## config.mk

```make
export PLATFORM = sky130hd
export DESIGN_NAME = mem_port_arbiter_flat
export DESIGN_NICKNAME = d
export VERILOG_FILES = /design/src/rtl/mem_port_arbiter_if.sv /design/src/rtl/mem_port_arbiter.sv /design/src/flat_wrapper.sv
export SDC_FILE = /design/constraint.sdc
export NUM_CORES = 1
export LEC_CHECK = 0
export ABC_AREA = 0
export CELL_PAD_IN_SITES_DETAIL_PLACEMENT = 1
export CELL_PAD_IN_SITES_GLOBAL_PLACEMENT = 1
export CORE_UTILIZATION = 35
export CTS_CLUSTER_DIAMETER = 40
export DETAILED_ROUTE_END_ITERATION = 8
export PLACE_DENSITY = 0.84
export SLEW_MARGIN = 20
export SYNTH_ARGS = -nofsm -noshare
export SYNTH_HDL_FRONTEND = slang
export SYNTH_SLANG_ARGS = --single-unit
```

## constraint.sdc

```tcl
create_clock -name clk -period 3.1 [get_ports clk]
set_input_delay 0.31 -clock clk [delete_from_list [all_inputs] [get_ports clk]]
set_output_delay 0.31 -clock clk [all_outputs]
set_load 0.1 [all_outputs]
```

## src/rtl/mem_port_arbiter_if.sv

```systemverilog
// Fetch/data request ports and the shared memory port of mem_port_arbiter.
// slave: arbiter view. master: requesters and memory model view.
interface mem_port_arbiter_if;
   logic        if_req;
   logic [31:0] if_addr;
   logic [31:0] if_rdata;
   logic        if_valid;
   logic        dm_req;
   logic        dm_we;
   logic [31:0] dm_addr;
   logic [31:0] dm_wdata;
   logic [31:0] dm_rdata;
   logic        dm_valid;
   logic        mem_en;
   logic        mem_we;
   logic [31:0] mem_addr;
   logic [31:0] mem_wdata;
   logic [31:0] mem_rdata;
   logic        mem_ready;
   logic        fetch_stall;
   logic        dm_stall;

   modport slave (
      input  if_req, if_addr, dm_req, dm_we, dm_addr, dm_wdata, mem_rdata, mem_ready,
      output if_rdata, if_valid, dm_rdata, dm_valid, mem_en, mem_we, mem_addr, mem_wdata,
             fetch_stall, dm_stall
   );

   modport master (
      output if_req, if_addr, dm_req, dm_we, dm_addr, dm_wdata, mem_rdata, mem_ready,
      input  if_rdata, if_valid, dm_rdata, dm_valid, mem_en, mem_we, mem_addr, mem_wdata,
             fetch_stall, dm_stall
   );
endinterface

```

## src/rtl/mem_port_arbiter.sv

```systemverilog
// Shares one single-port memory between instruction fetch and data access.
// Data wins ties. Define MEM_ARB_FAIR_EN to add a streak counter that grants
// fetch after STREAK_MAX consecutive data grants made while fetch was waiting.
module mem_port_arbiter #(
   parameter int unsigned STREAK_MAX = 4
) (
   input logic               clk,
   input logic               reset,
   mem_port_arbiter_if.slave bus
);

   localparam int unsigned DATA_W   = 32;
   localparam int unsigned STREAK_W = 4;

   typedef enum logic [1:0] {
      IDLE    = 2'd0,
      BUSY_IF = 2'd1,
      BUSY_DM = 2'd2
   } state_t;

   state_t              state_q;
   state_t              state_d;
   logic                grant_if;
   logic                grant_dm;
   logic                done_if;
   logic                done_dm;
   logic                fetch_first;

   logic                mem_en_q;
   logic                mem_we_q;
   logic [DATA_W-1:0]   mem_addr_q;
   logic [DATA_W-1:0]   mem_wdata_q;
   logic [DATA_W-1:0]   if_rdata_q;
   logic [DATA_W-1:0]   dm_rdata_q;
   logic                if_valid_q;
   logic                dm_valid_q;

   // Parameter range guard at elaboration
   if ((STREAK_MAX < 1) || (STREAK_MAX > 15)) begin : g_streak_range
      $error("mem_port_arbiter: STREAK_MAX must be within 1..15");
   end

`ifdef MEM_ARB_FAIR_EN
   logic [STREAK_W-1:0] streak_q;

   assign fetch_first = (streak_q == STREAK_W'(STREAK_MAX));

   // Count data grants made while fetch waits; any fetch grant or uncontested data grant clears
   always_ff @(posedge clk or negedge reset) begin
      if (!reset) begin
         streak_q <= '0;
      end else if (grant_if) begin
         streak_q <= '0;
      end else if (grant_dm) begin
         if (!bus.if_req) begin
            streak_q <= '0;
         end else if (streak_q != STREAK_W'(STREAK_MAX)) begin
            streak_q <= streak_q + STREAK_W'(1);
         end
      end
   end
`else
   assign fetch_first = 1'b0;
`endif

   // State register
   always_ff @(posedge clk or negedge reset) begin
      if (!reset) begin
         state_q <= IDLE;
      end else begin
         state_q <= state_d;
      end
   end

   // Next-state: grant from IDLE, return to IDLE when memory completes
   always_comb begin
      state_d = state_q;
      unique case (state_q)
         IDLE: begin
            if (bus.dm_req && !(bus.if_req && fetch_first)) begin
               state_d = BUSY_DM;
            end else if (bus.if_req) begin
               state_d = BUSY_IF;
            end
         end
         BUSY_IF, BUSY_DM: begin
            if (bus.mem_ready) begin
               state_d = IDLE;
            end
         end
         default: state_d = IDLE;
      endcase
   end

   // Output decode: grant and completion strobes for the datapath
   always_comb begin
      grant_if = 1'b0;
      grant_dm = 1'b0;
      done_if  = 1'b0;
      done_dm  = 1'b0;
      if (state_q == IDLE) begin
         grant_if = (state_d == BUSY_IF);
         grant_dm = (state_d == BUSY_DM);
      end
      if (bus.mem_ready) begin
         done_if = (state_q == BUSY_IF);
         done_dm = (state_q == BUSY_DM);
      end
   end

   // Memory port launch registers and read-data return registers
   always_ff @(posedge clk or negedge reset) begin
      if (!reset) begin
         mem_en_q    <= 1'b0;
         mem_we_q    <= 1'b0;
         mem_addr_q  <= '0;
         mem_wdata_q <= '0;
         if_rdata_q  <= '0;
         dm_rdata_q  <= '0;
         if_valid_q  <= 1'b0;
         dm_valid_q  <= 1'b0;
      end else begin
         if_valid_q <= done_if;
         dm_valid_q <= done_dm;
         if (grant_if) begin
            mem_en_q    <= 1'b1;
            mem_we_q    <= 1'b0;
            mem_addr_q  <= bus.if_addr;
            mem_wdata_q <= '0;
         end else if (grant_dm) begin
            mem_en_q    <= 1'b1;
            mem_we_q    <= bus.dm_we;
            mem_addr_q  <= bus.dm_addr;
            mem_wdata_q <= bus.dm_wdata;
         end else if (done_if || done_dm) begin
            mem_en_q <= 1'b0;
            mem_we_q <= 1'b0;
         end
         if (done_if) begin
            if_rdata_q <= bus.mem_rdata;
         end
         // Stores leave the load-data register untouched
         if (done_dm && !mem_we_q) begin
            dm_rdata_q <= bus.mem_rdata;
         end
      end
   end

   assign bus.mem_en    = mem_en_q;
   assign bus.mem_we    = mem_we_q;
   assign bus.mem_addr  = mem_addr_q;
   assign bus.mem_wdata = mem_wdata_q;
   assign bus.if_rdata  = if_rdata_q;
   assign bus.dm_rdata  = dm_rdata_q;
   assign bus.if_valid  = if_valid_q;
   assign bus.dm_valid  = dm_valid_q;

   // Pipeline stalls release in the cycle the registered valid pulses
   assign bus.fetch_stall = bus.if_req & ~if_valid_q;
   assign bus.dm_stall    = bus.dm_req & ~dm_valid_q;

endmodule

```

## src/flat_wrapper.sv

```systemverilog
// flat-port wrapper written by rule: the top's interface ports become plain ports
module mem_port_arbiter_flat 
#(
   parameter int unsigned STREAK_MAX = 4
)
  (clk, reset, bus_if_req, bus_if_addr, bus_dm_req, bus_dm_we, bus_dm_addr, bus_dm_wdata, bus_mem_rdata, bus_mem_ready, bus_if_rdata, bus_if_valid, bus_dm_rdata, bus_dm_valid, bus_mem_en, bus_mem_we, bus_mem_addr, bus_mem_wdata, bus_fetch_stall, bus_dm_stall);
  mem_port_arbiter_if bus_i ();
  input logic clk;
  input logic reset;
  input wire logic [$bits(bus_i.if_req)-1:0] bus_if_req;
  input wire logic [$bits(bus_i.if_addr)-1:0] bus_if_addr;
  input wire logic [$bits(bus_i.dm_req)-1:0] bus_dm_req;
  input wire logic [$bits(bus_i.dm_we)-1:0] bus_dm_we;
  input wire logic [$bits(bus_i.dm_addr)-1:0] bus_dm_addr;
  input wire logic [$bits(bus_i.dm_wdata)-1:0] bus_dm_wdata;
  input wire logic [$bits(bus_i.mem_rdata)-1:0] bus_mem_rdata;
  input wire logic [$bits(bus_i.mem_ready)-1:0] bus_mem_ready;
  output wire logic [$bits(bus_i.if_rdata)-1:0] bus_if_rdata;
  output wire logic [$bits(bus_i.if_valid)-1:0] bus_if_valid;
  output wire logic [$bits(bus_i.dm_rdata)-1:0] bus_dm_rdata;
  output wire logic [$bits(bus_i.dm_valid)-1:0] bus_dm_valid;
  output wire logic [$bits(bus_i.mem_en)-1:0] bus_mem_en;
  output wire logic [$bits(bus_i.mem_we)-1:0] bus_mem_we;
  output wire logic [$bits(bus_i.mem_addr)-1:0] bus_mem_addr;
  output wire logic [$bits(bus_i.mem_wdata)-1:0] bus_mem_wdata;
  output wire logic [$bits(bus_i.fetch_stall)-1:0] bus_fetch_stall;
  output wire logic [$bits(bus_i.dm_stall)-1:0] bus_dm_stall;
  assign bus_i.if_req = bus_if_req;
  assign bus_i.if_addr = bus_if_addr;
  assign bus_i.dm_req = bus_dm_req;
  assign bus_i.dm_we = bus_dm_we;
  assign bus_i.dm_addr = bus_dm_addr;
  assign bus_i.dm_wdata = bus_dm_wdata;
  assign bus_i.mem_rdata = bus_mem_rdata;
  assign bus_i.mem_ready = bus_mem_ready;
  assign bus_if_rdata = bus_i.if_rdata;
  assign bus_if_valid = bus_i.if_valid;
  assign bus_dm_rdata = bus_i.dm_rdata;
  assign bus_dm_valid = bus_i.dm_valid;
  assign bus_mem_en = bus_i.mem_en;
  assign bus_mem_we = bus_i.mem_we;
  assign bus_mem_addr = bus_i.mem_addr;
  assign bus_mem_wdata = bus_i.mem_wdata;
  assign bus_fetch_stall = bus_i.fetch_stall;
  assign bus_dm_stall = bus_i.dm_stall;
  mem_port_arbiter #(.STREAK_MAX(STREAK_MAX)) u_core (.clk(clk), .reset(reset), .bus(bus_i));
endmodule
```

# After elaboration in Yosys (flattened, before gate mapping)
# Cells that the tools add are included.
# word_totals
ff_bits	134
in_bits	134
out_inout_bits	134
wordCells	41
# classes
eq_ne	4
muxes	17
n_bitwise	4
n_reduce_logical	7
# ops
cell	count
$mux 32	4
$mux 1	9
$mux 2	3
$eq 2x1->1 const B	2
$eq 2x2->1 const B	2
$pmux 2 s2	1
$reduce_bool 3->1	1
$and 1x1->1	2
$logic_not 2->1	1
$not 1->1	2
$reduce_bool 2->1	1
$reduce_or 2->1	1
$logic_and 1x1->1	1
$logic_not 1->1	1
$logic_or 1x1->1	1

# Longest topological paths before layout
# Gate-level depths: netlist (run 1).
# logic_depth
ltp_word	7
ltp_mapped	9

# Worst setup path after synthesis (run 1)
# No wires, ideal clock.
# synth_timing
path_kind	reg2out
startpoint	register u_core.dm_valid_q, in the netlist u_core.bus.dm_valid
endpoint	output bus_dm_stall
arrival_ns	2.211
path_slack_ns	0.579
path_stages_with_launch	2
cell_sequence	dfrtp_1 -> nor2b_1
# synth_via
elab_chain_len	2
# synth_lines
item	line	rtl
start: declaration	mem_port_arbiter.sv:36	logic dm_valid_q;
start signal: assignment	mem_port_arbiter.sv:124	dm_valid_q <= done_dm;
$not 1->1	mem_port_arbiter.sv:160	assign bus.dm_stall = bus.dm_req & ~dm_valid_q;
$and 1x1->1	mem_port_arbiter.sv:160	
end: declaration	flat_wrapper.sv:27	output wire logic [$bits(bus_i.dm_stall)-1:0] bus_dm_stall;
# Every way passes these cells.

# Worst setup path in the final report (run 1)
# layout_timing
startpoint	register u_core.state_q[0]
endpoint	register u_core.mem_addr_q[0], in the netlist u_core.bus.mem_addr[0]
# layout_via
elab_chain_len	6
elab_cells_between_ends	14
cone_classes	eq/ne (4); mux (7); reduce/logical (3)
# layout_lines
item	line	rtl
start: declaration	mem_port_arbiter.sv:21	state_t state_q;
start signal: assignment	mem_port_arbiter.sv:71	state_q <= state_d;
$eq 2x2->1, or another cell as far along	mem_port_arbiter.sv:78	unique case (state_q)
$reduce_or 2->1 or $mux 2 (tied branches)	mem_port_arbiter.sv:78, mem_port_arbiter.sv:80	
$pmux 2 s2	mem_port_arbiter.sv:78	
$eq 2x1->1 or $eq 2x2->1 (tied branches)	mem_port_arbiter.sv:102, mem_port_arbiter.sv:103	
$mux 1	mem_port_arbiter.sv:101	if (state_q == IDLE) begin
$mux 32 or $reduce_bool 2->1 (tied branches)	n/a	
end signal: assignment	mem_port_arbiter.sv:128	mem_addr_q <= bus.if_addr;
end signal: assignment	mem_port_arbiter.sv:133	mem_addr_q <= bus.dm_addr;
end: declaration	mem_port_arbiter.sv:31	logic [DATA_W-1:0] mem_addr_q;
# Parallel ways exist; a longest one is shown, timed or not.
# A chain may end at the register's enable or synchronous reset.

==> flow_metrics.tcl, run 1 <==
set metrics [dict create \
    port_buffers 267 \
    status "completed" \
    drive_above_1_share_pct 22.9 \
    critPathBufInv 1 \
    cts_setup_buffers 0 \
    synthCells 469 \
    numClockSinks 134 \
    tightest_slew_ps 1060 \
    cts_max_level 4 \
    dieWidth_um 134 \
    use_met1_pct 27.9 \
    root_buffer "clkbuf_16" \
    maxCapViolCount 0 \
    timing.rr.end "u_core.bus.mem_addr[0]$_DFFE_PN0P_" \
    firstDrtPassIters 4 \
    min_period_over_period_pct 88.5 \
    detail_route.wirelength_um 20200 \
    final_net_count 866 \
    diodes 0 \
    synth-edff-count 0 \
    worstPathArrival_ps 3070 \
    gr-total-overflow 0 \
    cp-end-kind "register" \
    grt_max_degree 62 \
    slew_headroom_pct 29.6 \
    path_clk_slew_ps 70 \
    dominantRegCellSynth "dfrtp_1" \
    grt_pass1_wl_um 31900 \
    crit_family "simple AND/OR/NAND/NOR gates" \
    async_reset_ff_share_pct 100 \
    cts_tree "yes" \
    r2r-start "u_core.state_q[0]$_DFF_PN0_" \
    coreArea_um2 16800 \
    fillCellCount 1703 \
    grt_use_met2_pct 37.8 \
    cp-start-kind "register" \
    viasPerCell 5.32 \
    cp_slowest_cell "or2_2" \
    synth_top_area_cell "dfrtp_1" \
    rsz0062_at_grt "false" \
    skew_ps 13.1 \
    syn-num-nets 607 \
    die-area_um2 17900 \
    start_util_pct 36.3 \
    seq_area_frac_synth_pct 55.0 \
    period_minus_slack_ps 2740 \
    drt_iter0_drc 180 \
    fin_setup_tns_ps 0 \
    synth_warnings 0 \
    r2r_setup_slack_ps 360 \
    area_growth_pct 55.2 \
    ios 268 \
    grt_use_total_pct 23.1 \
    cp_cell_sequence "inv_1 -> ha_1 -> nand2b_4 -> nor2_1 -> or2_2 -> a221oi_1 -> o21ai_0" \
    worstPathRequired_ps 3430 \
    hold_class "primary input to async pin" \
    synthTopCellsByArea "dfrtp_1 (55%), mux2_2 (11%), a221oi_2 (7.4%), o2bb2ai_1 (4.6%), a22oi_1 (3.9%)" \
    cts_buffer_depth 2 \
    remaining_drc_errors 0 \
    cts_made_buffers 17 \
    fmax_mhz 365 \
    cp_max_fo 32 \
    globalplace.congestion 0.871 \
    avgSynthCellArea_um2 13.0 \
    ys_types 38 \
    max_stage_delay_ps 900 \
    use_met3_pct 9.07 \
    num_vias 5114 \
    synth-seq-cells 134 \
    dp.final_hpwl_um 14400 \
    ant_nets 0 \
    setup_viol 0 \
    drv_slew 0 \
    antenna_found_initial 0 \
    yosys.area.top_type_share_pct 55.0 \
    routedWlPerCell_um 21.0 \
    r2r_cells 7 \
    chipHeight_um 134 \
    grt.busiest_layer "met2" \
    grt_pass1_vias 5664 \
    critical_path_class "register to register" \
    rows 47 \
    syn_area_um2 6090 \
    clock_latency_ps 420 \
    finalHoldViolCount 0 \
]
==> cells by family (layout without fill, tap and decap cells) <==
| logic type | Yosys count | after routing | synth area share (%) |
|---|---|---|---|
| buf+inv | 44 | 316 | 4.60 |
| mux | 64 | 64 | 11.8 |
| xor+xnor | 1 | 1 | 0.144 |
| simple gates | 53 | 53 | 4.23 |
| fa+ha+maj | 4 | 4 | 0.822 |
| flops | 134 | 134 | 55.0 |
| compound gates | 169 | 169 | 23.3 |
==> cell usage after synthesis (all sizes together), types with 2 or more instances <==
library cell,number
dfrtp,134
mux2,64
buf,38
a21oi,34
nand2,34
o21ai,34
a221oi,32
a22oi,32
o2bb2ai,32
nor2,8
ha,4
inv,4
a32o,2
clkbuf,2
nand2b,2
nor2b,2
o21a,2
or2,2
or2b,2
==> layer usage <==
metal	up-vias	share of wire [%]
li1	2285	-
met1	2572	41
met2	231	47
met3	26	10
met4	0	1.7
met5	-	0
==> through the flow <==
stage | setup slack (ps) | hold WS [ps] | instances | util, % | instance area [um2]
floorplan | 579 | 14.4 | 469 | - | 6090
global placement | 463 | 337 | 928 | 52.9 | 8860
detailed placement | 322 | 351 | 928 | 52.9 | 8860
CTS | 363 | 478 | 961 | 56.4 | 9450
global route | 156 | 493 | 961 | 56.4 | 9450
finish | 357 | 460 | 961 | 56.4 | 9450
==> final cells by class <==
type                       count  area (um2)  share of cell area, %
clock buffer                  17         425                   4.50
clock inverter                15         158                   1.67
inverter                       4        15.0                  0.159
multi-input combinational    291        2470                   26.1
sequential                   134        3350                   35.5
tap                          220         275                   2.91
timing repair buffer         280        2760                   29.2
==> cells in the final DEF, fill, tap and decap left out, types with 2 or more instances in the layout <==
| cell | n |
|---|---|
| clkinv_4 | 3 |
| dfrtp_1 | 134 |
| or2_2 | 2 |
| buf_12 | 3 |
| a221oi_1 | 2 |
| a32o_1 | 2 |
| nor2_4 | 2 |
| inv_8 | 3 |
| clkinv_8 | 3 |
| o2bb2ai_1 | 32 |
| nand2_1 | 34 |
| mux2_1 | 4 |
| inv_6 | 5 |
| ha_1 | 4 |
| a21oi_1 | 33 |
| mux2_2 | 60 |
| a221oi_2 | 30 |
| nor2_1 | 5 |
| clkdlybuf4s50_1 | 244 |
| clkbuf_16 | 17 |
| inv_1 | 4 |
| nor2b_1 | 2 |
| a22oi_1 | 32 |
| o21ai_0 | 3 |
| o21ai_1 | 30 |
| buf_4 | 31 |
==> worst max path at each step <==
stage / start / end / slack, ps / depth (start not counted)
2_1_floorplan: u_core.bus.dm_valid$_DFF_PN0_ / bus_dm_stall / 580 / 1
3_3_place_gp: bus_mem_ready / u_core.bus.mem_addr[31]$_DFFE_PN0P_ / 460 / 6
3_5_place_dp: bus_mem_ready / u_core.bus.mem_addr[31]$_DFFE_PN0P_ / 320 / 6
4_1_cts: u_core.state_q[1]$_DFF_PN0_ / u_core.bus.mem_addr[31]$_DFFE_PN0P_ / 360 / 7
5_1_grt: u_core.state_q[0]$_DFF_PN0_ / u_core.bus.mem_addr[0]$_DFFE_PN0P_ / 160 / 7
6_report: u_core.state_q[0]$_DFF_PN0_ / u_core.bus.mem_addr[0]$_DFFE_PN0P_ / 360 / 7
==> sequential cells by signal, summed over array words and instances (netlist names) <==
| signal | cells |
|---|---|
| u_core.bus.mem_en | 1 |
| u_core.bus.if_rdata | 32 |
| u_core.bus.mem_addr | 32 |
| u_core.bus.mem_wdata | 32 |
| u_core.bus.dm_rdata | 32 |
| u_core.bus.dm_valid | 1 |
| u_core.state_q | 2 |
| u_core.bus.if_valid | 1 |
| u_core.bus.mem_we | 1 |
==> timing repair <==
action                                 in CTS  in global routing
gates resized for setup                     0                  0
hold buffers                                1                  0
endpoints found under the hold margin      59                  0
Power of run 1 is left out: the tool's default activity adds up to more than one toggle a clock period on the data nets, which glitch-free logic cannot reach.
==> run 2, diff against run 1 <==
==> constraint.sdc (replaced) <==
create_clock -name clk -period 3.1 [get_ports clk]
set_input_delay 0.62 -clock clk [delete_from_list [all_inputs] [get_ports clk]]
set_output_delay 0.62 -clock clk [all_outputs]
set_load 0.1 [all_outputs]
==> flow_metrics.tcl, run 2 (synthesized netlist as in run 1, its figures left out) <==
set metrics [dict create \
    path_clk_slew_ps 60 \
    routedWlPerCell_um 21.1 \
    fillCellCount 1716 \
    grt_pass1_wl_um 31800 \
    num_vias 5126 \
    port_buffers 267 \
    finalHoldViolCount 0 \
    postLayoutCellArea_um2 9250 \
    clock_latency_ps 420 \
    placed_area_um2 8620 \
    coreArea_um2 16800 \
    critical_path_class "primary input to register" \
    slew_headroom_pct 28.8 \
    min_period_over_period_pct 79.0 \
    drv_slew 0 \
    globalplace.congestion 0.837 \
    rows 47 \
    endpoint "u_core.bus.mem_addr[31]$_DFFE_PN0P_" \
    worstPathArrival_ps 2740 \
    area_growth_pct 51.8 \
    gr-total-overflow 0 \
    root_buffer "clkbuf_16" \
    setup_viol 0 \
    cts_setup_buffers 0 \
    grt_use_total_pct 23.0 \
    rsz0062_at_grt "false" \
    ios 268 \
    fin_setup_tns_ps 0 \
    layout_commonest_cell "buf_4" \
    drive_above_1_share_pct 38.4 \
    cts_buffer_depth 2 \
    status "completed" \
    period_minus_slack_ps 2450 \
    chipHeight_um 134 \
    firstDrtPassIters 4 \
    tightest_slew_ps 1070 \
    r2r-start "u_core.state_q[1]$_DFF_PN0_" \
    antenna_found_initial 0 \
    fmax_mhz 408 \
    r2r_cells 7 \
    cts_tree "yes" \
    cp_max_fo 32 \
    skew_ps 9.74 \
    maxCapViolCount 0 \
    cp-start-kind "primary input" \
    dp.final_hpwl_um 14500 \
    start_util_pct 36.3 \
    numClockSinks 134 \
    cp-end-kind "register" \
    final_cell_mix "buf_4 (146), dfrtp_1 (134), clkdlybuf4s50_1 (132)" \
    viasPerCell 5.32 \
    drt_iter0_drc 178 \
    r2r_setup_slack_ps 660 \
    detail_route.wirelength_um 20300 \
    die-area_um2 17900 \
    grt_pass1_vias 5605 \
    timing.rr.end "u_core.bus.mem_addr[0]$_DFFE_PN0P_" \
    cts_hold_buf 0 \
    cp-startpoint "bus_dm_req" \
    cts_made_buffers 17 \
    hold_class "primary input to async pin" \
    grt_max_degree 66 \
    cts_resized 0 \
    diodes 0 \
    cts_max_level 4 \
    dieWidth_um 134 \
    worstPathRequired_ps 3390 \
    fin_util_pct 55.2 \
    final_net_count 869 \
    remaining_drc_errors 0 \
    ant_nets 0 \
]
run 2: cell type report:
| type | count | area, um2 | area share, % |
|---|---|---|---|
| Multi-Input combinational cell | 291 | 2470 | 26.7 |
| Sequential cell | 134 | 3350 | 36.3 |
| Inverter | 4 | 15.0 | 0.162 |
| Tap cell | 220 | 275 | 2.98 |
| Timing Repair Buffer | 283 | 2510 | 27.1 |
| Clock inverter | 14 | 188 | 2.03 |
| Clock buffer | 18 | 439 | 4.75 |
run 2: worst max-delay path, cell delays in order:
cell and delay [ps]:
clkdlybuf4s50_1 560, o21a_4 310, or2_2 670, a221oi_1 420, o21ai_0 130
run 2: how the worst min path moves through the flow:
stage,from,endpoint,slack [ps],cells past startpoint
2_1_floorplan,reset,u_core.bus.dm_rdata[0]$_DFFE_PN0P_,320,0
3_3_place_gp,u_core.bus.dm_rdata[13]$_DFFE_PN0P_,u_core.bus.dm_rdata[13]$_DFFE_PN0P_,480,1
3_5_place_dp,u_core.bus.dm_rdata[13]$_DFFE_PN0P_,u_core.bus.dm_rdata[13]$_DFFE_PN0P_,490,1
4_1_cts,reset,u_core.bus.mem_addr[10]$_DFFE_PN0P_,230,1
5_1_grt,reset,u_core.bus.mem_addr[10]$_DFFE_PN0P_,250,1
6_report,reset,u_core.bus.mem_addr[10]$_DFFE_PN0P_,210,1
run 2: metrics by stage:
step,hold slack (ps),std cells,setup WS (ps)
after floorplan,324,469,269
after global placement,479,932,282
after detailed placement,490,932,242
after CTS,226,964,666
after global routing,250,964,473
final,214,964,650
run 2: metal layers:
metal	routed length, um	vias up	track usage (%)
met1	8210	2570	27.7
met4	294	0	5.62
li1	-	2294	-
met3	2090	23	9.60
met2	9740	239	38.0
met5	0	-	0
Power of run 2 is left out for the same reason.
==> run 3, diff against run 2 <==
- CORE_UTILIZATION: 35 -> 32
- PLACE_DENSITY: 0.84 -> 0.78
- clock period: 3.1 -> 2.4 ns (I/O delays scaled with it)
==> flow_metrics.tcl, run 3 (synthesized netlist as in run 1, its figures left out) <==
set metrics [dict create \
    setup_viol 0 \
    numClockSinks 134 \
    cts_max_level 4 \
    gr-total-overflow 0 \
    grt_use_met2_pct 34.3 \
    final_net_count 880 \
    worstPathRequired_ps 2720 \
    use_met1_pct 24.7 \
    start_util_pct 32.6 \
    hold_class "primary input to async pin" \
    cp-end-kind "register" \
    skew_ps 8.10 \
    fin_setup_tns_ps 0 \
    rows 50 \
    tightest_slew_ps 558 \
    layout_commonest_cell "buf_4" \
    ios 268 \
    status "completed" \
    use_met3_pct 7.59 \
    cts_hold_buf 0 \
    viasPerCell 5.14 \
    dieWidth_um 140 \
    multi_input_area_um2 2480 \
    cp_max_fo 40 \
    grt_max_degree 60 \
    pre_cts_ws_ps -54.3 \
    chipHeight_um 140 \
    num_vias 5080 \
    slew_headroom_pct 62.8 \
    cts_buffer_depth 2 \
    remaining_drc_errors 0 \
    drive_above_1_share_pct 39.7 \
    dp.final_hpwl_um 14400 \
    grt_pass1_wl_um 31500 \
    diodes 0 \
    fin_ws_ps 206 \
    maxCapViolCount 0 \
    rsz0062_at_grt "false" \
    fillCellCount 1908 \
    path_clk_slew_ps 60 \
    finalHoldViolCount 0 \
    area_growth_pct 55.7 \
    cts_made_buffers 17 \
    root_buffer "clkbuf_16" \
    critical_path_class "register to register" \
    seqCellArea_um2 3350 \
    period_minus_slack_ps 2190 \
    ant_nets 0 \
    drt_iter0_drc 134 \
    cts_setup_buffers 0 \
    antenna_found_initial 0 \
    whs_ps 36.0 \
    cts_tree "yes" \
    grt_use_total_pct 20.6 \
    fmax_mhz 456 \
    cts_resized 0 \
    die-area_um2 19600 \
    detail_route.wirelength_um 19900 \
    port_buffers 267 \
    clock_latency_ps 410 \
    grt.busiest_layer "met2" \
    grt_pass1_vias 5551 \
    firstDrtPassIters 4 \
    coreArea_um2 18700 \
    worstPathArrival_ps 2520 \
    final_cell_mix "buf_4 (147), dfrtp_1 (134), clkdlybuf4s50_1 (132)" \
    cp-start-kind "register" \
    routedWlPerCell_um 20.1 \
    globalplace.congestion 0.817 \
    drv_slew 0 \
    min_period_over_period_pct 91.4 \
]
-- run 3: cell count changes in the layout (fill, tap and decap cells not counted), moves of 2 or more --
cell      change
buf_12       +10
clkinv_2      +3
clkinv_4      +2
inv_6         -3
inv_8         -2
-- run 3: final timing paths --
kind | from | end | slack [ps] | cells after the start
worst max-delay path | u_core.state_q[1]$_DFF_PN0_ | u_core.bus.mem_addr[7]$_DFFE_PN0P_ | 210 | 9
worst min-delay path | reset | u_core.bus.mem_addr[10]$_DFFE_PN0P_ | 40 | 1
worst max register to register | u_core.state_q[1]$_DFF_PN0_ | u_core.bus.mem_addr[7]$_DFFE_PN0P_ | 210 | 9
worst min register to register | u_core.bus.dm_rdata[10]$_DFFE_PN0P_ | u_core.bus.dm_rdata[10]$_DFFE_PN0P_ | 490 | 1
max in group asynchronous | reset | u_core.bus.mem_addr[3]$_DFFE_PN0P_ | 1730 | 2
min in group clk | u_core.bus.dm_rdata[10]$_DFFE_PN0P_ | u_core.bus.dm_rdata[10]$_DFFE_PN0P_ | 490 | 1
-- run 3: layer usage --
metal  up-vias  share of wire (%)  wire length [um]
met2       208                 49              9690
met3        23                9.1              1800
met1      2537                 41              8090
met4         0                1.4               273
met5         -                  0                 0
li1       2312                  -                 -
-- run 3: through the flow --
stage,instance area (um2),utilization [%],instances
2_1_floorplan,6100,-,469
5_1_grt,9480,50.7,989
3_3_place_gp,8800,47.0,951
4_1_cts,9430,50.4,983
6_report,9480,50.7,989
3_5_place_dp,8800,47.0,951
-- run 3: worst max-delay path, stage by stage, from the launching register on --
cell and delay (ps):
dfrtp_1 420, inv_1 140, ha_1 190, buf_4 130
or2b_4 280, nor2_2 220, or2_2 250, buf_12 220
a21oi_1 80, o21ai_1 170
-- run 3: area by class of cell --
| cell class | count | area share [%] |
|---|---|---|
| tap | 234 | 3.09 |
| clock inverter | 15 | 2.12 |
| inverter | 4 | 0.158 |
| sequential | 134 | 35.4 |
| timing repair buffer | 294 | 28.6 |
| clock buffer | 17 | 4.49 |
| multi-input combinational | 291 | 26.1 |
Power of run 3 is left out for the same reason.
